$ cat src/rtl/gpio_bank_ctrl_if.sv
// Avalon-MM slave bus bundle for gpio_bank_ctrl: word address, strobes, data and irq.
// master = CPU/interconnect side, slave = the GPIO bank.
interface gpio_bank_ctrl_if;
    logic [2:0]  address;
    logic        read;
    logic        write;
    logic [31:0] writedata;
    logic [31:0] readdata;
    logic        irq;

    modport master (
        output address, read, write, writedata,
        input  readdata, irq
    );

    modport slave (
        input  address, read, write, writedata,
        output readdata, irq
    );
endinterface

$ cat src/rtl/gpio_bank_ctrl.sv
// Memory-mapped GPIO bank: direction/data registers, input synchroniser, edge capture and irq.
// Optional per-pin input debouncer enabled by defining GPIO_DEBOUNCE_EN.
module gpio_bank_ctrl #(
    parameter int WIDTH           = 32,
    parameter int SYNC_STAGES     = 2,
    parameter int DEBOUNCE_CYCLES = 16
) (
    input  logic                 clk,
    input  logic                 reset,
    gpio_bank_ctrl_if.slave      bus,
    input  logic [WIDTH-1:0]     gpio_i,
    output logic [WIDTH-1:0]     gpio_o,
    output logic [WIDTH-1:0]     gpio_oe
);

    localparam logic [2:0] ADDR_DATA_IN  = 3'd0;
    localparam logic [2:0] ADDR_DATA_OUT = 3'd1;
    localparam logic [2:0] ADDR_DIR      = 3'd2;
    localparam logic [2:0] ADDR_IRQ_MASK = 3'd3;
    localparam logic [2:0] ADDR_EDGE_CAP = 3'd4;
    localparam logic [2:0] ADDR_RISE_EN  = 3'd5;
    localparam logic [2:0] ADDR_FALL_EN  = 3'd6;
    localparam logic [2:0] ADDR_OUT_TGL  = 3'd7;

    logic [SYNC_STAGES-1:0][WIDTH-1:0] sync_q;
    logic [WIDTH-1:0] sync_w;
    logic [WIDTH-1:0] cond_w;
    logic [WIDTH-1:0] prev_q;
    logic [WIDTH-1:0] data_out_q, data_out_d;
    logic [WIDTH-1:0] dir_q, dir_d;
    logic [WIDTH-1:0] irq_mask_q, irq_mask_d;
    logic [WIDTH-1:0] edge_cap_q, edge_cap_d;
    logic [WIDTH-1:0] rise_en_q, rise_en_d;
    logic [WIDTH-1:0] fall_en_q, fall_en_d;
    logic [31:0]      readdata_q, readdata_d;
    logic [WIDTH-1:0] wdata_w;
    logic [WIDTH-1:0] clr_w;
    logic [WIDTH-1:0] rise_w;
    logic [WIDTH-1:0] fall_w;
    logic [31:0]      rd_word_w;

    // Stage 0 samples the asynchronous pins; the last stage is the synchronised value.
    always_ff @(posedge clk or posedge reset) begin
        if (reset) begin
            sync_q <= '0;
        end else begin
            sync_q <= {sync_q[SYNC_STAGES-2:0], gpio_i};
        end
    end

    assign sync_w = sync_q[SYNC_STAGES-1];

`ifdef GPIO_DEBOUNCE_EN
    localparam int CNT_W = $clog2(DEBOUNCE_CYCLES + 1);
    logic [WIDTH-1:0] deb_w;

    for (genvar gi = 0; gi < WIDTH; gi++) begin : g_deb
        logic [CNT_W-1:0] cnt_q, cnt_d;
        logic             deb_q, deb_d;

        // The counter only runs while the pin disagrees with the accepted level.
        always_comb begin
            cnt_d = '0;
            deb_d = deb_q;
            if (sync_w[gi] != deb_q) begin
                if (cnt_q == CNT_W'(DEBOUNCE_CYCLES - 1)) begin
                    deb_d = sync_w[gi];
                end else begin
                    cnt_d = cnt_q + 1'b1;
                end
            end
        end

        always_ff @(posedge clk or posedge reset) begin
            if (reset) begin
                cnt_q <= '0;
                deb_q <= 1'b0;
            end else begin
                cnt_q <= cnt_d;
                deb_q <= deb_d;
            end
        end

        assign deb_w[gi] = deb_q;
    end

    assign cond_w = deb_w;
`else
    assign cond_w = sync_w;
`endif

    assign wdata_w = bus.writedata[WIDTH-1:0];
    assign rise_w  = cond_w & ~prev_q & rise_en_q;
    assign fall_w  = ~cond_w & prev_q & fall_en_q;

    always_comb begin
        data_out_d = data_out_q;
        dir_d      = dir_q;
        irq_mask_d = irq_mask_q;
        rise_en_d  = rise_en_q;
        fall_en_d  = fall_en_q;
        clr_w      = '0;
        if (bus.write) begin
            case (bus.address)
                ADDR_DATA_OUT: data_out_d = wdata_w;
                ADDR_DIR:      dir_d      = wdata_w;
                ADDR_IRQ_MASK: irq_mask_d = wdata_w;
                ADDR_EDGE_CAP: clr_w      = wdata_w;
                ADDR_RISE_EN:  rise_en_d  = wdata_w;
                ADDR_FALL_EN:  fall_en_d  = wdata_w;
                ADDR_OUT_TGL:  data_out_d = data_out_q ^ wdata_w;
                default:       ;
            endcase
        end
        // New edges are OR-ed in after the clear so a coincident set survives.
        edge_cap_d = (edge_cap_q & ~clr_w) | rise_w | fall_w;
    end

    always_comb begin
        rd_word_w = '0;
        case (bus.address)
            ADDR_DATA_IN:  rd_word_w = 32'(cond_w);
            ADDR_DATA_OUT: rd_word_w = 32'(data_out_q);
            ADDR_DIR:      rd_word_w = 32'(dir_q);
            ADDR_IRQ_MASK: rd_word_w = 32'(irq_mask_q);
            ADDR_EDGE_CAP: rd_word_w = 32'(edge_cap_q);
            ADDR_RISE_EN:  rd_word_w = 32'(rise_en_q);
            ADDR_FALL_EN:  rd_word_w = 32'(fall_en_q);
            default:       rd_word_w = '0;
        endcase
        readdata_d = bus.read ? rd_word_w : readdata_q;
    end

    always_ff @(posedge clk or posedge reset) begin
        if (reset) begin
            prev_q     <= '0;
            data_out_q <= '0;
            dir_q      <= '0;
            irq_mask_q <= '0;
            edge_cap_q <= '0;
            rise_en_q  <= '0;
            fall_en_q  <= '0;
            readdata_q <= '0;
        end else begin
            prev_q     <= cond_w;
            data_out_q <= data_out_d;
            dir_q      <= dir_d;
            irq_mask_q <= irq_mask_d;
            edge_cap_q <= edge_cap_d;
            rise_en_q  <= rise_en_d;
            fall_en_q  <= fall_en_d;
            readdata_q <= readdata_d;
        end
    end

    assign bus.readdata = readdata_q;
    assign bus.irq      = |(edge_cap_q & irq_mask_q);
    assign gpio_o       = data_out_q;
    assign gpio_oe      = dir_q;

endmodule

$ cat src/flat_wrapper.sv
// flat-port wrapper written by rule: the top's interface ports become plain ports
module gpio_bank_ctrl_flat 
#(
    parameter int WIDTH           = 32,
    parameter int SYNC_STAGES     = 2,
    parameter int DEBOUNCE_CYCLES = 16
)
  (clk, reset, gpio_i, gpio_o, gpio_oe, bus_address, bus_read, bus_write, bus_writedata, bus_readdata, bus_irq);
  gpio_bank_ctrl_if bus_i ();
  input  logic clk;
  input  logic reset;
  input  logic [WIDTH-1:0] gpio_i;
  output logic [WIDTH-1:0] gpio_o;
  output logic [WIDTH-1:0] gpio_oe;
  input wire logic [$bits(bus_i.address)-1:0] bus_address;
  input wire logic [$bits(bus_i.read)-1:0] bus_read;
  input wire logic [$bits(bus_i.write)-1:0] bus_write;
  input wire logic [$bits(bus_i.writedata)-1:0] bus_writedata;
  output wire logic [$bits(bus_i.readdata)-1:0] bus_readdata;
  output wire logic [$bits(bus_i.irq)-1:0] bus_irq;
  assign bus_i.address = bus_address;
  assign bus_i.read = bus_read;
  assign bus_i.write = bus_write;
  assign bus_i.writedata = bus_writedata;
  assign bus_readdata = bus_i.readdata;
  assign bus_irq = bus_i.irq;
  gpio_bank_ctrl #(.WIDTH(WIDTH), .SYNC_STAGES(SYNC_STAGES), .DEBOUNCE_CYCLES(DEBOUNCE_CYCLES)) u_core (.clk(clk), .reset(reset), .bus(bus_i), .gpio_i(gpio_i), .gpio_o(gpio_o), .gpio_oe(gpio_oe));
endmodule
$ cat config.mk
export PLATFORM = sky130hd
export DESIGN_NAME = gpio_bank_ctrl_flat
export DESIGN_NICKNAME = d
export VERILOG_FILES = /design/src/rtl/gpio_bank_ctrl_if.sv /design/src/rtl/gpio_bank_ctrl.sv /design/src/flat_wrapper.sv
export SDC_FILE = /design/constraint.sdc
export NUM_CORES = 1
export LEC_CHECK = 0
export ABC_AREA = 1
export BUFFER_PORTS_ARGS = -buffer_cell sky130_fd_sc_hd__buf_4
export CAP_MARGIN = 20
export CORE_UTILIZATION = 58
export CTS_CLUSTER_DIAMETER = 120
export DETAILED_ROUTE_END_ITERATION = 10
export PLACE_DENSITY = 0.82
export SETUP_SLACK_MARGIN = 0.15
export SLEW_MARGIN = 30
export SYNTH_ARGS = -nofsm -noshare
export SYNTH_HDL_FRONTEND = slang
export SYNTH_SLANG_ARGS = --single-unit
export TNS_END_PERCENT = 100
$ cat constraint.sdc
create_clock -name clk -period 13.7 [get_ports clk]
set_input_delay 2.055 -clock clk [delete_from_list [all_inputs] [get_ports clk]]
set_output_delay 2.055 -clock clk [all_outputs]
set_load 0.03 [all_outputs]
==> results of run 1 <==
==> cells in the mapped netlist <==
cell / number
sky130_fd_sc_hd__a21oi_1: 15
sky130_fd_sc_hd__buf_1: 11
sky130_fd_sc_hd__buf_2: 20
sky130_fd_sc_hd__buf_4: 6
sky130_fd_sc_hd__buf_6: 5
sky130_fd_sc_hd__clkbuf_1: 52
sky130_fd_sc_hd__dfrtp_1: 320
sky130_fd_sc_hd__inv_1: 88
sky130_fd_sc_hd__inv_2: 2
sky130_fd_sc_hd__nand2_1: 482
sky130_fd_sc_hd__nand2_2: 1
sky130_fd_sc_hd__nand2_4: 1
sky130_fd_sc_hd__nand3_1: 159
sky130_fd_sc_hd__nand3_2: 1
sky130_fd_sc_hd__nand3_4: 2
sky130_fd_sc_hd__nand4_1: 67
sky130_fd_sc_hd__nor2_1: 152
sky130_fd_sc_hd__nor2_4: 3
sky130_fd_sc_hd__nor2_8: 2
sky130_fd_sc_hd__o21ai_0: 128
sky130_fd_sc_hd__o21ai_1: 13
sky130_fd_sc_hd__o221ai_1: 12
sky130_fd_sc_hd__o31ai_1: 20
sky130_fd_sc_hd__or2_2: 1
sky130_fd_sc_hd__xnor2_1: 21
sky130_fd_sc_hd__xor2_1: 11
==> final timing paths <==
check	to	depth (start not counted)
max in group asynchronous	u_core.bus.readdata[3]	4
hold reg to reg	u_core.cond_w[13]	0
hold / removal	u_core.cond_w[13]	0
min in group asynchronous	u_core.gpio_oe[16]	2
setup reg to reg	u_core.bus.readdata[20]	6
setup / recovery	u_core.gpio_oe[21]	5
==> flip-flops by register name (all words and copies together), names as in the netlist <==
register	cells
u_core.bus.readdata	32
u_core.rise_en_q	32
u_core.gpio_oe	32
u_core.gpio_o	32
u_core.cond_w	32
u_core.fall_en_q	32
u_core.edge_cap_q	32
u_core.irq_mask_q	32
u_core.prev_q	32
u_core.sync_q	32
==> cell usage in the layout, fill, tap and decap left out, types with 21 or more instances in the layout <==
cell type                   Yosys  final
sky130_fd_sc_hd__buf_4          6    172
sky130_fd_sc_hd__clkbuf_16      0     31
sky130_fd_sc_hd__dfrtp_1      320    320
sky130_fd_sc_hd__inv_1         88     85
sky130_fd_sc_hd__nand2_1      482    481
sky130_fd_sc_hd__nand3_1      159    159
sky130_fd_sc_hd__nand4_1       67     67
sky130_fd_sc_hd__nor2_1       152    152
sky130_fd_sc_hd__o21ai_0      128    128
sky130_fd_sc_hd__xnor2_1       21     21
==> metal layers <==
layer  routed length, um  part of all wire
met1               15400              0.41
met2               17600              0.47
met3                3350             0.088
met4                1500             0.040
met5                   0                 0
==> final cells by class <==
cell class	count	share of cell area
flip-flops and latches	320	0.492
inverters	90	0.0215
clock buffers	43	0.0542
multi-input cells	1091	0.311
repair buffers	176	0.0827
clock inverters	12	0.0133
well taps	319	0.0245
==> cells by family (layout without fill, tap and decap cells) <==
kind of cell | Yosys count | after routing
XOR/XNOR | 32 | 32
AND/OR/NAND/NOR | 871 | 871
AO/OA/AOI/OAI | 188 | 188
buffers and inverters | 184 | 321
flip-flops | 320 | 320
==> worst max-delay path, stage by stage <==
cell and delay, ns:
sky130_fd_sc_hd__buf_4 0.46, sky130_fd_sc_hd__inv_2 0.51, sky130_fd_sc_hd__nor2_8 0.70, sky130_fd_sc_hd__nand3_4 0.78, sky130_fd_sc_hd__o21ai_0 0.47
==> report_power, final <==
group	total (mW)	internal (mW)	switching, mW
Sequential	1.24	1.11	0.131
Combinational	0.666	0.237	0.429
Clock	0.920	0.558	0.361
==> impl_results.html, run 1 <==
<table>
<tr><th>Metric</th><th>Value</th></tr>
<tr><th colspan="2">Synthesis</th></tr>
<tr><td>Synth Area in XOR/XNOR</td><td>0.0203</td></tr>
<tr><td>Compound-cell area share of the yosys netlist</td><td>0.0749</td></tr>
<tr><td>Post-Synthesis Net Count</td><td>1666</td></tr>
<tr><td>Count of state elements after synthesis</td><td>320</td></tr>
<tr><td>Largest family of logic cells by synthesized area</td><td>simple AND/OR/NAND/NOR gates</td></tr>
<tr><td>Combined area of all synthesized cells</td><td>13800 sq um</td></tr>
<tr><td>Synth unique cells</td><td>26</td></tr>
<tr><td>Dominant cells by area after synthesis</td><td>sky130_fd_sc_hd__dfrtp_1 58%, sky130_fd_sc_hd__nand2_1 13%, sky130_fd_sc_hd__nand3_1 5.8%, sky130_fd_sc_hd__o21ai_0 4.6%, sky130_fd_sc_hd__nor2_1 4.1%</td></tr>
<tr><td>Share of Yosys cell area claimed by the top area cell type</td><td>0.579</td></tr>
<tr><td>Yosys warns</td><td>0</td></tr>
<tr><td>Number of instances in the synthesized netlist</td><td>1595</td></tr>
<tr><td>Average instance area after synthesis</td><td>8.68 sq um</td></tr>
<tr><td>Part of the Yosys area used for sequential elements</td><td>0.579</td></tr>
<tr><td>Area leader, netlist</td><td>sky130_fd_sc_hd__dfrtp_1</td></tr>
<tr><td>Post-synthesis share of cell area spent on full adders, half adders and majority gates</td><td>0</td></tr>
<tr><td>Fraction of the mapped netlist area in simple logic gates</td><td>0.270</td></tr>
<tr><td>Mux share of post-synthesis cell area</td><td>0</td></tr>
<tr><th colspan="2">STA</th></tr>
<tr><td>Worst hold slack after final layout</td><td>0.347 ns</td></tr>
<tr><td>Remaining max-slew budget at the tightest pin</td><td>0.319</td></tr>
<tr><td>Setup TNS after final layout</td><td>0 ns</td></tr>
<tr><td>Period utilization</td><td>0.333</td></tr>
<tr><td>Final Critical Period</td><td>4.56 ns</td></tr>
<tr><td>Slack of the critical path</td><td>9.14 ns</td></tr>
<tr><td>Endpoints failing setup</td><td>0</td></tr>
<tr><td>Hold violation total from the final report</td><td>0</td></tr>
<tr><td>Final Slew Violations</td><td>0</td></tr>
<tr><td>Setup repair after global routing missed its margin</td><td>false</td></tr>
<tr><td>Max Clock Skew</td><td>0.0238 ns</td></tr>
<tr><td>Top achievable clock speed</td><td>219 MHz</td></tr>
<tr><td>Slew @ Worst Pin</td><td>1.02 ns</td></tr>
<tr><th colspan="2">Critical path</th></tr>
<tr><td>Endpoint class of the critical path</td><td>flop</td></tr>
<tr><td>Max FO, Critical Path</td><td>64</td></tr>
<tr><td>Required time of the worst setup path</td><td>14.17 ns</td></tr>
<tr><td>Slack of the worst reg-to-reg path</td><td>12.57 ns</td></tr>
<tr><td>Critical path startpoint category</td><td>primary input</td></tr>
<tr><td>Crit path arrival time</td><td>5.02 ns</td></tr>
<tr><td>Setup Crit Path Kind</td><td>primary input to flop</td></tr>
<tr><td>Reg2reg start</td><td>u_core.cond_w[20]</td></tr>
<tr><td>Origin of the worst setup path</td><td>bus_address[1]</td></tr>
<tr><th colspan="2">Route</th></tr>
<tr><td>DRT antenna net count</td><td>0</td></tr>
<tr><td>Avg Vias per Cell</td><td>5.81</td></tr>
<tr><td>DRC errors left</td><td>0</td></tr>
<tr><td>Aggregate routed wire length</td><td>37.9 mm</td></tr>
<tr><td>1st-pass router iterations</td><td>6</td></tr>
<tr><td>Vias</td><td>11.9k</td></tr>
<tr><td>Detailed Route Iter0 Violations</td><td>1318</td></tr>
<tr><td>Average wire per cell in the routed design</td><td>18.5 um</td></tr>
<tr><th colspan="2">GRT</th></tr>
<tr><td>Global routing usage on met3</td><td>0.0435</td></tr>
<tr><td>Met2 Track Usage GR</td><td>0.501</td></tr>
<tr><td>Global-route usage over all layers</td><td>0.316</td></tr>
<tr><td>Grt met1 use</td><td>0.434</td></tr>
<tr><td>Number of antenna violations at the first check in global routing</td><td>0</td></tr>
<tr><td>Number of global-route vias before repair</td><td>11.6k</td></tr>
<tr><td>Largest net degree at the start of global routing</td><td>134</td></tr>
<tr><td>Wire length of the first global-routing pass</td><td>59.9 mm</td></tr>
<tr><td>GR Overflow Total</td><td>0</td></tr>
<tr><td>Global routing's busiest layer</td><td>met2</td></tr>
<tr><th colspan="2">Finish</th></tr>
<tr><td>Non-Filler Cell Area, Final</td><td>16300 sq um</td></tr>
<tr><td>Share of cells above drive strength 1</td><td>0.140</td></tr>
<tr><td>Number of diodes added for antenna fixing</td><td>0</td></tr>
<tr><td># nets final</td><td>1781</td></tr>
<tr><td>Count of filler cells inserted in the layout</td><td>1795</td></tr>
<tr><td>Post-route non-filler standard cell count</td><td>2051</td></tr>
<tr><td>Multi-input combinational cell area</td><td>5060 sq um</td></tr>
<tr><td>Final core occ</td><td>0.695</td></tr>
<tr><td>Area Growth Syn to Fin</td><td>17.5%</td></tr>
<tr><td>Sequential cell area</td><td>8010 sq um</td></tr>
<tr><th colspan="2">Floorplan</th></tr>
<tr><td>Effective utilization at floorplan</td><td>0.591</td></tr>
<tr><td>Placeable core region</td><td>23400 sq um</td></tr>
<tr><td>Count of boundary I/O pins</td><td>168</td></tr>
<tr><td>Number of cell rows</td><td>56</td></tr>
<tr><td>Overall die area</td><td>24500 sq um</td></tr>
<tr><td>Die boundary height</td><td>156 um</td></tr>
<tr><td>Die Wd</td><td>156 um</td></tr>
<tr><th colspan="2">Power</th></tr>
<tr><td>P per Cell Area</td><td>174 nW/um^2</td></tr>
<tr><td>Leakage power figure</td><td>8.19 nW</td></tr>
<tr><td>Max IR drop VDD</td><td>0.000106 V</td></tr>
<tr><td>Final total power</td><td>2.83 mW</td></tr>
<tr><th colspan="2">CTS</th></tr>
<tr><td>Sinks on Clock Net</td><td>320</td></tr>
<tr><td>Worst-path clk slew</td><td>0.06 ns</td></tr>
<tr><td>Worst-Skew Late Latency</td><td>0.58 ns</td></tr>
<tr><td>Clk Tree Root Cell</td><td>sky130_fd_sc_hd__clkbuf_16</td></tr>
<tr><td>Clock tree from TritonCTS</td><td>done</td></tr>
<tr><td>H-tree lvl count</td><td>1</td></tr>
<tr><td>Buffer levels on the longest clock path</td><td>3</td></tr>
<tr><td>Post-cts repair resize count</td><td>0</td></tr>
<tr><td>Number of hold buffers added after cts</td><td>0</td></tr>
<tr><td>TritonCTS Buffers</td><td>31</td></tr>
<tr><td>Setup Buffers After CTS</td><td>0</td></tr>
<tr><th colspan="2">Hold path</th></tr>
<tr><td>Source of the worst hold timing path</td><td>u_core.sync_q[13]</td></tr>
<tr><td>Path category of the worst min-delay check</td><td>flop to flop</td></tr>
<tr><th colspan="2">Status</th></tr>
<tr><td>Status</td><td>finished, final reports clean</td></tr>
<tr><th colspan="2">Place</th></tr>
<tr><td># placed instances</td><td>1995</td></tr>
<tr><td>Cell area after placement</td><td>15100 sq um</td></tr>
<tr><td>Port bufs</td><td>167</td></tr>
<tr><td>Hpwl dp</td><td>22.4 mm</td></tr>
<tr><td>Minimum setup slack after placement</td><td>8.57 ns</td></tr>
<tr><td>Routability-driven placement congestion ratio</td><td>0.856</td></tr>
<tr><th colspan="2">Flow run</th></tr>
<tr><td>Max-capacitance violation count</td><td>0</td></tr>
</table>
No activity file was read; power rests on OpenSTA's default activity.
==> run 2: changes to the inputs <==
--- a/config.mk
+++ b/config.mk
@@ -8,10 +8,10 @@
 export ABC_AREA = 1
 export BUFFER_PORTS_ARGS = -buffer_cell sky130_fd_sc_hd__buf_4
 export CAP_MARGIN = 20
-export CORE_UTILIZATION = 58
+export CORE_UTILIZATION = 53
 export CTS_CLUSTER_DIAMETER = 120
 export DETAILED_ROUTE_END_ITERATION = 10
-export PLACE_DENSITY = 0.82
+export PLACE_DENSITY = 0.79
 export SETUP_SLACK_MARGIN = 0.15
 export SLEW_MARGIN = 30
 export SYNTH_ARGS = -nofsm -noshare
==> constraint.sdc (replaced) <==
create_clock -name clk -period 3.8 [get_ports clk]
set_input_delay 0.57 -clock clk [delete_from_list [all_inputs] [get_ports clk]]
set_output_delay 0.57 -clock clk [all_outputs]
set_load 0.03 [all_outputs]
==> run 2 against run 1 <==
First-iteration DRC count increased by 12%; die area increased by 9.3%; combinational power increased to 3.6 times the previous value; worst hold slack got worse by 0.19 ns; sequential power increased to 3.6 times the previous value; clock skew decreased by 0.0076 ns; clock power increased to 3.7 times the previous value; power increased to 3.6 times the previous value; final cell count increased by 1.9%; utilization decreased by 4.5 points; critical path type is now flop to output port; largest power group unchanged; highest routed layer unchanged.
==> impl_results.html, run 2 (synthesis gave the netlist of run 1 again) <==
<table>
<tr><th>Metric</th><th>Value</th></tr>
<tr><th colspan="2">Status</th></tr>
<tr><td>Status</td><td>finished, final reports clean</td></tr>
<tr><th colspan="2">Finish</th></tr>
<tr><td># nets final</td><td>1807 (+1.5%)</td></tr>
<tr><td>Number of diodes added for antenna fixing</td><td>0 (unchanged)</td></tr>
<tr><td>Area Growth Syn to Fin</td><td>19.3%</td></tr>
<tr><td>Multi-input combinational cell area</td><td>5050 sq um (-0.15%)</td></tr>
<tr><td>Share of cells above drive strength 1</td><td>0.152 (+0.0121)</td></tr>
<tr><td>Sequential cell area</td><td>8010 sq um (unchanged)</td></tr>
<tr><td>Commonest non-fill, non-tap cell in the layout</td><td>sky130_fd_sc_hd__nand2_1</td></tr>
<tr><td>Count of filler cells inserted in the layout</td><td>2045 (+14%)</td></tr>
<tr><td>Leading cell types in the layout, fill and taps excluded</td><td>482 x sky130_fd_sc_hd__nand2_1, 320 x sky130_fd_sc_hd__dfrtp_1, 193 x sky130_fd_sc_hd__buf_4</td></tr>
<tr><th colspan="2">Route</th></tr>
<tr><td>1st-pass router iterations</td><td>6 (unchanged)</td></tr>
<tr><td>Avg Vias per Cell</td><td>5.81 (about the same)</td></tr>
<tr><td>Average wire per cell in the routed design</td><td>19.2 um (+3.8%)</td></tr>
<tr><td>DRC errors left</td><td>0 (unchanged)</td></tr>
<tr><td>Vias</td><td>12.1k (+1.9%)</td></tr>
<tr><td>Aggregate routed wire length</td><td>40.0 mm (+5.7%)</td></tr>
<tr><td>Detailed Route Iter0 Violations</td><td>1473 (+12%)</td></tr>
<tr><td>DRT antenna net count</td><td>0 (unchanged)</td></tr>
<tr><th colspan="2">Critical path</th></tr>
<tr><td>Max FO, Critical Path</td><td>3 (-95%)</td></tr>
<tr><td>Cell breakdown of the critical path</td><td>nand2_1, nand2_1, nor2_1, nand3_1, nor2_1, nand2_1, buf_4</td></tr>
<tr><td>CP max stage cell</td><td>sky130_fd_sc_hd__dfrtp_1</td></tr>
<tr><td>Endpoint class of the critical path</td><td>output port</td></tr>
<tr><td>Combined buffer and inverter count along the critical path</td><td>1 (-1)</td></tr>
<tr><td>Required time of the worst setup path</td><td>3.23 ns (-10.94 ns)</td></tr>
<tr><td>Setup Crit Path Kind</td><td>flop to output port</td></tr>
<tr><td>Crit path arrival time</td><td>1.85 ns (-3.17 ns)</td></tr>
<tr><td>Slack of the worst reg-to-reg path</td><td>2.76 ns (-9.81 ns)</td></tr>
<tr><td>Critical path startpoint category</td><td>flop</td></tr>
<tr><td>Maximum single-stage delay on the critical path</td><td>0.39 ns (-0.39 ns)</td></tr>
<tr><td>Most numerous cell on the critical path</td><td>sky130_fd_sc_hd__nand2_1</td></tr>
<tr><td>Family with the most delay on the worst path</td><td>simple AND/OR/NAND/NOR gates</td></tr>
<tr><th colspan="2">Power</th></tr>
<tr><td>Internal Pwr Total</td><td>6.90 mW (+260%)</td></tr>
<tr><td>Relative contribution of sequential cells to total power</td><td>0.437 (-0.002)</td></tr>
<tr><td>Fraction of power spent switching nets</td><td>0.329 (+0.00370)</td></tr>
<tr><td>P per Cell Area</td><td>623 nW/um^2 (+260%)</td></tr>
<tr><td>Clock network fraction of design power</td><td>0.326 (about the same)</td></tr>
<tr><td>Max IR drop VDD</td><td>0.000407 V (+280%)</td></tr>
<tr><td>Relative contribution of combinational cells to total power</td><td>0.236 (about the same)</td></tr>
<tr><td>Net switching power of the design</td><td>3.39 mW (+270%)</td></tr>
<tr><td>Leakage power figure</td><td>8.33 nW (+1.7%)</td></tr>
<tr><th colspan="2">CTS</th></tr>
<tr><td>Clock tree from TritonCTS</td><td>done</td></tr>
<tr><td>Worst-path clk slew</td><td>0.06 ns (about the same)</td></tr>
<tr><td>H-tree lvl count</td><td>2 (+1)</td></tr>
<tr><td>Worst-Skew Late Latency</td><td>0.52 ns (-0.06 ns)</td></tr>
<tr><td>Buffer levels on the longest clock path</td><td>3 (unchanged)</td></tr>
<tr><td>Setup Buffers After CTS</td><td>0 (unchanged)</td></tr>
<tr><td>Sinks on Clock Net</td><td>320 (unchanged)</td></tr>
<tr><td>Post-cts repair resize count</td><td>0 (unchanged)</td></tr>
<tr><td>Clk Tree Root Cell</td><td>sky130_fd_sc_hd__clkbuf_16</td></tr>
<tr><td>Number of hold buffers added after cts</td><td>0 (unchanged)</td></tr>
<tr><td>TritonCTS Buffers</td><td>35 (+13%)</td></tr>
<tr><th colspan="2">Floorplan</th></tr>
<tr><td>Die Wd</td><td>164 um (+4.6%)</td></tr>
<tr><td>Overall die area</td><td>26800 sq um (+9.3%)</td></tr>
<tr><td>Placeable core region</td><td>25400 sq um (+8.5%)</td></tr>
<tr><td>Die boundary height</td><td>164 um (+4.6%)</td></tr>
<tr><td>Count of boundary I/O pins</td><td>168 (unchanged)</td></tr>
<tr><td>Effective utilization at floorplan</td><td>0.545 (-0.0465)</td></tr>
<tr><td>Number of cell rows</td><td>58 (+3.6%)</td></tr>
<tr><th colspan="2">Place</th></tr>
<tr><td>Hpwl dp</td><td>24.5 mm (+9.5%)</td></tr>
<tr><td>Port bufs</td><td>167 (unchanged)</td></tr>
<tr><td>Minimum setup slack after placement</td><td>1.15 ns (-7.41 ns)</td></tr>
<tr><td>Routability-driven placement congestion ratio</td><td>0.857 (+0.13%)</td></tr>
<tr><th colspan="2">STA</th></tr>
<tr><td>Setup repair after global routing missed its margin</td><td>false</td></tr>
<tr><td>Slack of the critical path</td><td>1.38 ns (-7.77 ns)</td></tr>
<tr><td>Final Slew Violations</td><td>0 (unchanged)</td></tr>
<tr><td>Slew @ Worst Pin</td><td>0.855 ns (-0.164 ns)</td></tr>
<tr><td>Period utilization</td><td>0.638</td></tr>
<tr><td>Final Critical Period</td><td>2.42 ns</td></tr>
<tr><td>Remaining max-slew budget at the tightest pin</td><td>0.430 (+0.111)</td></tr>
<tr><td>Worst hold slack after final layout</td><td>0.159 ns (-0.189 ns)</td></tr>
<tr><td>Top achievable clock speed</td><td>413 MHz</td></tr>
<tr><td>Endpoints failing setup</td><td>0 (unchanged)</td></tr>
<tr><td>Hold violation total from the final report</td><td>0 (unchanged)</td></tr>
<tr><td>Setup TNS after final layout</td><td>0 ns (unchanged)</td></tr>
<tr><td>Max Clock Skew</td><td>0.0162 ns (-0.00764 ns)</td></tr>
<tr><th colspan="2">GRT</th></tr>
<tr><td>GR Overflow Total</td><td>0 (unchanged)</td></tr>
<tr><td>Global routing usage on met3</td><td>0.0579 (+0.0144)</td></tr>
<tr><td>Largest net degree at the start of global routing</td><td>71 (-47%)</td></tr>
<tr><td>Wire length of the first global-routing pass</td><td>63.5 mm (+6.0%)</td></tr>
<tr><td>Grt met1 use</td><td>0.402 (-0.0322)</td></tr>
<tr><td>Global routing's busiest layer</td><td>met2</td></tr>
<tr><td>Number of antenna violations at the first check in global routing</td><td>0 (unchanged)</td></tr>
<tr><td>Global-route usage over all layers</td><td>0.309 (-0.00734)</td></tr>
<tr><td>Met2 Track Usage GR</td><td>0.499 (-0.00243)</td></tr>
<tr><td>Number of global-route vias before repair</td><td>12.1k (+5.0%)</td></tr>
<tr><th colspan="2">Hold path</th></tr>
<tr><td>Path category of the worst min-delay check</td><td>primary input to flop</td></tr>
<tr><th colspan="2">Flow run</th></tr>
<tr><td>Max-capacitance violation count</td><td>0 (unchanged)</td></tr>
</table>
==> run 2: cell types whose count changed in the layout (fill, tap and decap cells not counted), sizes merged <==
cell      before  now
bufinv         6    1
buf          176  198
clkbuf        43   52
clkinvlp       1    2
==> run 2: worst paths after layout <==
kind / to / startpoint / cells after the start
min in group asynchronous: u_core.sync_q[18] / reset / 2
min reg2reg: u_core.cond_w[19] / u_core.sync_q[19] / 0
min: u_core.sync_q[3] / gpio_i[3] / 1
max in group asynchronous: u_core.irq_mask_q[1] / reset / 4
max: bus_irq / u_core.irq_mask_q[16] / 7
max reg2reg: u_core.bus.readdata[31] / u_core.gpio_o[31] / 6
==> run 2: per-layer routing <==
metal,routed length (um),vias to the layer above
met5,0,-
met4,1510,0
met3,3700,136
met2,18900,724
met1,15900,5796
li1,-,5486
==> run 2: power groups by stage <==
stage | logic [mW] | registers [mW] | clock network [mW]
finish | 2.43 | 4.50 | 3.36
CTS | 2.44 | 4.48 | 3.40
detailed placement | 2.42 | 4.53 | 0
global route | 2.66 | 4.55 | 3.53
floorplan | 0.999 | 4.97 | 0
global placement | 2.35 | 4.51 | 0
==> run 2: metrics by stage <==
| step | util | cell area [sq um] | cells | power [mW] |
|---|---|---|---|---|
| 2_1_floorplan | - | 13800 | 1595 | 5.97 |
| 3_3_place_gp | 0.605 | 15400 | 2029 | 6.87 |
| 3_5_place_dp | 0.605 | 15400 | 2029 | 6.94 |
| 4_1_cts | 0.650 | 16500 | 2089 | 10.3 |
| 5_1_grt | 0.650 | 16500 | 2089 | 10.7 |
| 6_report | 0.650 | 16500 | 2089 | 10.3 |
==> run 2: cell type report <==
cell class | instances | share of cell area
multi-input cells | 1091 | 0.306
clock buffers | 52 | 0.0650
flip-flops and latches | 320 | 0.485
clock inverters | 8 | 0.00432
well taps | 330 | 0.0250
repair buffers | 198 | 0.0938
inverters | 90 | 0.0207
==> run 2: worst register-to-register path, stage by stage, from the launching register on <==
cell and delay, ns:
sky130_fd_sc_hd__dfrtp_1 0.38, sky130_fd_sc_hd__inv_1 0.11, sky130_fd_sc_hd__nor2_1 0.07, sky130_fd_sc_hd__nor2_1 0.16, sky130_fd_sc_hd__nand2_1 0.08, sky130_fd_sc_hd__nand2_1 0.08, sky130_fd_sc_hd__nand2_1 0.06
==> run 3: changes to the inputs <==
--- a/config.mk
+++ b/config.mk
@@ -5,13 +5,13 @@
 export SDC_FILE = /design/constraint.sdc
 export NUM_CORES = 1
 export LEC_CHECK = 0
-export ABC_AREA = 1
+export ABC_AREA = 0
 export BUFFER_PORTS_ARGS = -buffer_cell sky130_fd_sc_hd__buf_4
 export CAP_MARGIN = 20
-export CORE_UTILIZATION = 53
+export CORE_UTILIZATION = 52
 export CTS_CLUSTER_DIAMETER = 120
 export DETAILED_ROUTE_END_ITERATION = 10
-export PLACE_DENSITY = 0.79
+export PLACE_DENSITY = 0.78
 export SETUP_SLACK_MARGIN = 0.15
 export SLEW_MARGIN = 30
 export SYNTH_ARGS = -nofsm -noshare
==> constraint.sdc (replaced) <==
create_clock -name clk -period 2.05 [get_ports clk]
set_input_delay 0.3075 -clock clk [delete_from_list [all_inputs] [get_ports clk]]
set_output_delay 0.3075 -clock clk [all_outputs]
set_load 0.03 [all_outputs]
==> run 3 against run 2 <==
The flow now finishes with violations (setup timing); non-clock buffer count is 54 higher; clock skew is 0.00061 ns lower; highest routed layer unchanged; critical path type unchanged; clock power is 80% higher; first-iteration DRC count is 45% lower; worst setup slack worse by 1.6 ns; combinational power is 92% higher; routed wire length is 11% lower; die area is 0.68% lower; sequential power is 92% higher; synthesized cell count is 33% lower; critical path depth is 3 lower.
==> impl_results.html, run 3 <==
<table>
<tr><th>Metric</th><th>Value</th></tr>
<tr><th colspan="2">GRT</th></tr>
<tr><td>GR Overflow Total</td><td>0 (unchanged)</td></tr>
<tr><td>Wire length of the first global-routing pass</td><td>56.0 mm (-12%)</td></tr>
<tr><td>Number of global-route vias before repair</td><td>10.2k (-16%)</td></tr>
<tr><td>Number of antenna violations at the first check in global routing</td><td>0 (unchanged)</td></tr>
<tr><td>Largest net degree at the start of global routing</td><td>94 (+32%)</td></tr>
<tr><td>Global-route usage over all layers</td><td>0.274 (-0.0344)</td></tr>
<tr><th colspan="2">STA</th></tr>
<tr><td>Final Slew Violations</td><td>0 (unchanged)</td></tr>
<tr><td>Top achievable clock speed</td><td>433 MHz</td></tr>
<tr><td>Endpoints failing setup</td><td>1 (+1)</td></tr>
<tr><td>Remaining max-slew budget at the tightest pin</td><td>0.365 (-0.0647)</td></tr>
<tr><td>Slew @ Worst Pin</td><td>0.951 ns (+0.0951 ns)</td></tr>
<tr><td>Period utilization</td><td>1.13</td></tr>
<tr><td>Setup repair after global routing missed its margin</td><td>true</td></tr>
<tr><td>Hold violation total from the final report</td><td>0 (unchanged)</td></tr>
<tr><td>Final Critical Period</td><td>2.31 ns</td></tr>
<tr><td>Max Clock Skew</td><td>0.0156 ns (-0.000606 ns)</td></tr>
<tr><td>Slack of the critical path</td><td>-0.259 ns (-1.64 ns)</td></tr>
<tr><th colspan="2">Synthesis</th></tr>
<tr><td>Area leader, netlist</td><td>sky130_fd_sc_hd__dfrtp_1</td></tr>
<tr><td>Proportion of register bits with asynchronous set or reset after synthesis</td><td>1.00 (unchanged)</td></tr>
<tr><td>Most instantiated flip-flop cell in the synthesis netlist</td><td>sky130_fd_sc_hd__dfrtp_1</td></tr>
<tr><td>Synth unique cells</td><td>42 (+62%)</td></tr>
<tr><td>Post-synth EDFFs</td><td>0 (unchanged)</td></tr>
<tr><td>Most frequent cell after synthesis</td><td>sky130_fd_sc_hd__dfrtp_1</td></tr>
<tr><td>Yosys warns</td><td>0 (unchanged)</td></tr>
<tr><td>Post-Synthesis Net Count</td><td>1146 (-31%)</td></tr>
<tr><td>Top cell types by occurrence after synthesis</td><td>320 x sky130_fd_sc_hd__dfrtp_1, 187 x sky130_fd_sc_hd__nand2_1, 113 x sky130_fd_sc_hd__mux2_2</td></tr>
<tr><td>Share of Yosys cell area claimed by the top area cell type</td><td>0.594 (+0.0152)</td></tr>
<tr><td>Part of the Yosys area used for sequential elements</td><td>0.594 (+0.0152)</td></tr>
<tr><td>Dominant cells by area after synthesis</td><td>sky130_fd_sc_hd__dfrtp_1 59%, sky130_fd_sc_hd__mux2_2 9.4%, sky130_fd_sc_hd__nand2_1 5.2%, sky130_fd_sc_hd__mux2i_1 4.7%, sky130_fd_sc_hd__o211ai_1 2.6%</td></tr>
<tr><td>Count of state elements after synthesis</td><td>320 (unchanged)</td></tr>
<tr><td>Average instance area after synthesis</td><td>12.5 sq um (+45%)</td></tr>
<tr><td>Number of instances in the synthesized netlist</td><td>1075 (-33%)</td></tr>
<tr><td>Combined area of all synthesized cells</td><td>13500 sq um (-2.6%)</td></tr>
<tr><th colspan="2">CTS</th></tr>
<tr><td>Worst-path clk slew</td><td>0.06 ns (about the same)</td></tr>
<tr><td>Sinks on Clock Net</td><td>320 (unchanged)</td></tr>
<tr><td>Worst-Skew Late Latency</td><td>0.51 ns (about the same)</td></tr>
<tr><td>Buffer levels on the longest clock path</td><td>3 (unchanged)</td></tr>
<tr><td>TritonCTS Buffers</td><td>35 (unchanged)</td></tr>
<tr><td>Clk Tree Root Cell</td><td>sky130_fd_sc_hd__clkbuf_16</td></tr>
<tr><td>Clock tree from TritonCTS</td><td>done</td></tr>
<tr><td>H-tree lvl count</td><td>2 (unchanged)</td></tr>
<tr><th colspan="2">Finish</th></tr>
<tr><td>Share of cells above drive strength 1</td><td>0.301 (+0.149)</td></tr>
<tr><td>Post-route non-filler standard cell count</td><td>1647 (-21%)</td></tr>
<tr><td>Leading cell types in the layout, fill and taps excluded</td><td>320 x sky130_fd_sc_hd__dfrtp_1, 206 x sky130_fd_sc_hd__buf_4, 187 x sky130_fd_sc_hd__nand2_1</td></tr>
<tr><td># nets final</td><td>1366 (-24%)</td></tr>
<tr><td>Area Growth Syn to Fin</td><td>25.0%</td></tr>
<tr><td>Number of diodes added for antenna fixing</td><td>0 (unchanged)</td></tr>
<tr><td>Commonest non-fill, non-tap cell in the layout</td><td>sky130_fd_sc_hd__dfrtp_1</td></tr>
<tr><th colspan="2">Floorplan</th></tr>
<tr><td>Die boundary height</td><td>163 um (-0.34%)</td></tr>
<tr><td>Overall die area</td><td>26600 sq um (-0.68%)</td></tr>
<tr><td>Number of cell rows</td><td>58 (unchanged)</td></tr>
<tr><td>Placeable core region</td><td>25300 sq um (-0.29%)</td></tr>
<tr><td>Count of boundary I/O pins</td><td>168 (unchanged)</td></tr>
<tr><td>Die Wd</td><td>163 um (-0.34%)</td></tr>
<tr><td>Effective utilization at floorplan</td><td>0.532 (-0.0124)</td></tr>
<tr><th colspan="2">Route</th></tr>
<tr><td>Vias</td><td>9892 (-19%)</td></tr>
<tr><td>DRT antenna net count</td><td>0 (unchanged)</td></tr>
<tr><td>1st-pass router iterations</td><td>5 (-1)</td></tr>
<tr><td>Avg Vias per Cell</td><td>6.01 (+3.3%)</td></tr>
<tr><td>DRC errors left</td><td>0 (unchanged)</td></tr>
<tr><td>Average wire per cell in the routed design</td><td>21.7 um (+13%)</td></tr>
<tr><td>Aggregate routed wire length</td><td>35.7 mm (-11%)</td></tr>
<tr><td>Detailed Route Iter0 Violations</td><td>815 (-45%)</td></tr>
<tr><th colspan="2">Hold path</th></tr>
<tr><td>Path category of the worst min-delay check</td><td>primary input to flop</td></tr>
<tr><td>Source of the worst hold timing path</td><td>bus_writedata[3]</td></tr>
<tr><th colspan="2">Critical path</th></tr>
<tr><td>Origin of the worst setup path</td><td>u_core.irq_mask_q[30]</td></tr>
<tr><td>Critical path startpoint category</td><td>flop</td></tr>
<tr><td>Required time of the worst setup path</td><td>1.74 ns (-1.49 ns)</td></tr>
<tr><td>Endpoint class of the critical path</td><td>output port</td></tr>
<tr><td>Crit path arrival time</td><td>2.00 ns (+0.15 ns)</td></tr>
<tr><td>Reg2reg start</td><td>u_core.cond_w[23]</td></tr>
<tr><td>Capture instance of the worst register-to-register path</td><td>u_core.bus.readdata[23]</td></tr>
<tr><td>Max FO, Critical Path</td><td>3 (unchanged)</td></tr>
<tr><td>End of the critical path</td><td>bus_irq</td></tr>
<tr><td>Slack of the worst reg-to-reg path</td><td>0.70 ns (-2.06 ns)</td></tr>
<tr><td>Cell count of the worst reg-to-reg path</td><td>4 (-2)</td></tr>
<tr><td>Setup Crit Path Kind</td><td>flop to output port</td></tr>
<tr><th colspan="2">Status</th></tr>
<tr><td>Violated checks</td><td>setup timing</td></tr>
<tr><td>Status</td><td>finished with violations</td></tr>
<tr><th colspan="2">Power</th></tr>
<tr><td>Leakage power figure</td><td>7.55 nW (-9.3%)</td></tr>
<tr><td>Final total power</td><td>19.3 mW (+88%)</td></tr>
<tr><td>P per Cell Area</td><td>1150 nW/um^2 (+84%)</td></tr>
<tr><td>Max IR drop VDD</td><td>0.000966 V (+140%)</td></tr>
<tr><th colspan="2">Place</th></tr>
<tr><td>Port bufs</td><td>167 (unchanged)</td></tr>
<tr><td>Hpwl dp</td><td>23.6 mm (-3.6%)</td></tr>
<tr><td># placed instances</td><td>1552 (-24%)</td></tr>
<tr><td>Routability-driven placement congestion ratio</td><td>0.871 (+1.7%)</td></tr>
<tr><td>Minimum setup slack after placement</td><td>0.107 ns (-1.05 ns)</td></tr>
<tr><th colspan="2">Flow run</th></tr>
<tr><td>Max-capacitance violation count</td><td>0 (unchanged)</td></tr>
</table>
-- run 3: cell count changes after synthesis, sizes merged, moves of 89 or more --
cell | previous run | this run
o21ai | 141 | 10
nand2 | 484 | 187
nand3 | 162 | 15
inv | 90 | 1
nor2 | 157 | 1
mux2 | 0 | 128
-- run 3: repair_timing --
action,CTS,global route
endpoints found under the setup margin,1,1
gates resized for setup,9,1
pin swaps,5,0
hold buffers,33,0
hold endpoints to repair,36,0
setup buffers,3,0
-- run 3: worst min path at each step --
| stage | end | cells past startpoint | slack, ns |
|---|---|---|---|
| 3_3_place_gp | u_core.sync_q[26] | 2 | 0.27 |
| 2_1_floorplan | u_core.cond_w[0] | 0 | 0.33 |
| 5_1_grt | u_core.rise_en_q[25] | 2 | 0.08 |
| 3_5_place_dp | u_core.sync_q[26] | 2 | 0.27 |
| 6_report | u_core.fall_en_q[3] | 2 | 0.07 |
| 4_1_cts | u_core.gpio_oe[16] | 2 | 0.06 |
-- run 3: routing by layer --
| layer | up-vias | part of all wire | global-route usage |
|---|---|---|---|
| met2 | 427 | 0.48 | 0.447 |
| met4 | 0 | 0.037 | 0.111 |
| met1 | 5026 | 0.41 | 0.362 |
| met3 | 95 | 0.071 | 0.0523 |
| met5 | - | 0 | 0 |
| li1 | 4344 | - | - |
-- run 3: cell families after synthesis --
kind of cell / after synthesis / share of synthesized area
compound gates: 181 / 0.103
mux: 191 / 0.154
xor+xnor: 31 / 0.0201
flops: 320 / 0.594
buf+inv: 72 / 0.0275
simple gates: 280 / 0.102
-- run 3: final cells by class --
| cell class | count | area, sq um |
|---|---|---|
| Fill cell | 1841 | 8470 |
| Sequential cell | 320 | 8010 |
| Multi-Input combinational cell | 683 | 5180 |
| Timing Repair Buffer | 252 | 2130 |
| Clock buffer | 55 | 1060 |
| Tap cell | 330 | 413 |
| Clock inverter | 4 | 47.5 |
| Inverter | 3 | 15.0 |
-- run 3: through the flow --
| stage | setup TNS (ns) | util | hold slack [ns] | area, sq um |
|---|---|---|---|---|
| finish | -0.259 | 0.665 | 0.0746 | 16900 |
| global route | -0.317 | 0.665 | 0.0802 | 16900 |
| CTS | -0.258 | 0.665 | 0.0646 | 16800 |
| detailed placement | 0 | 0.606 | 0.272 | 15300 |
| global placement | 0 | 0.606 | 0.275 | 15300 |
| floorplan | -807.78 | - | 0.331 | 13500 |
-- run 3: critical path: stages (launching register included) --
cell and delay (ns):
sky130_fd_sc_hd__dfrtp_1 0.42, sky130_fd_sc_hd__a22oi_2 0.24, sky130_fd_sc_hd__nand4_1 0.13, sky130_fd_sc_hd__or4_4 0.56
sky130_fd_sc_hd__buf_6 0.16
-- run 3: report_power, final --
part | switching, mW | internal (mW)
clock network | 2.38 | 3.67
registers | 1.11 | 7.51
logic | 2.63 | 2.04
total | 6.12 | 13.2
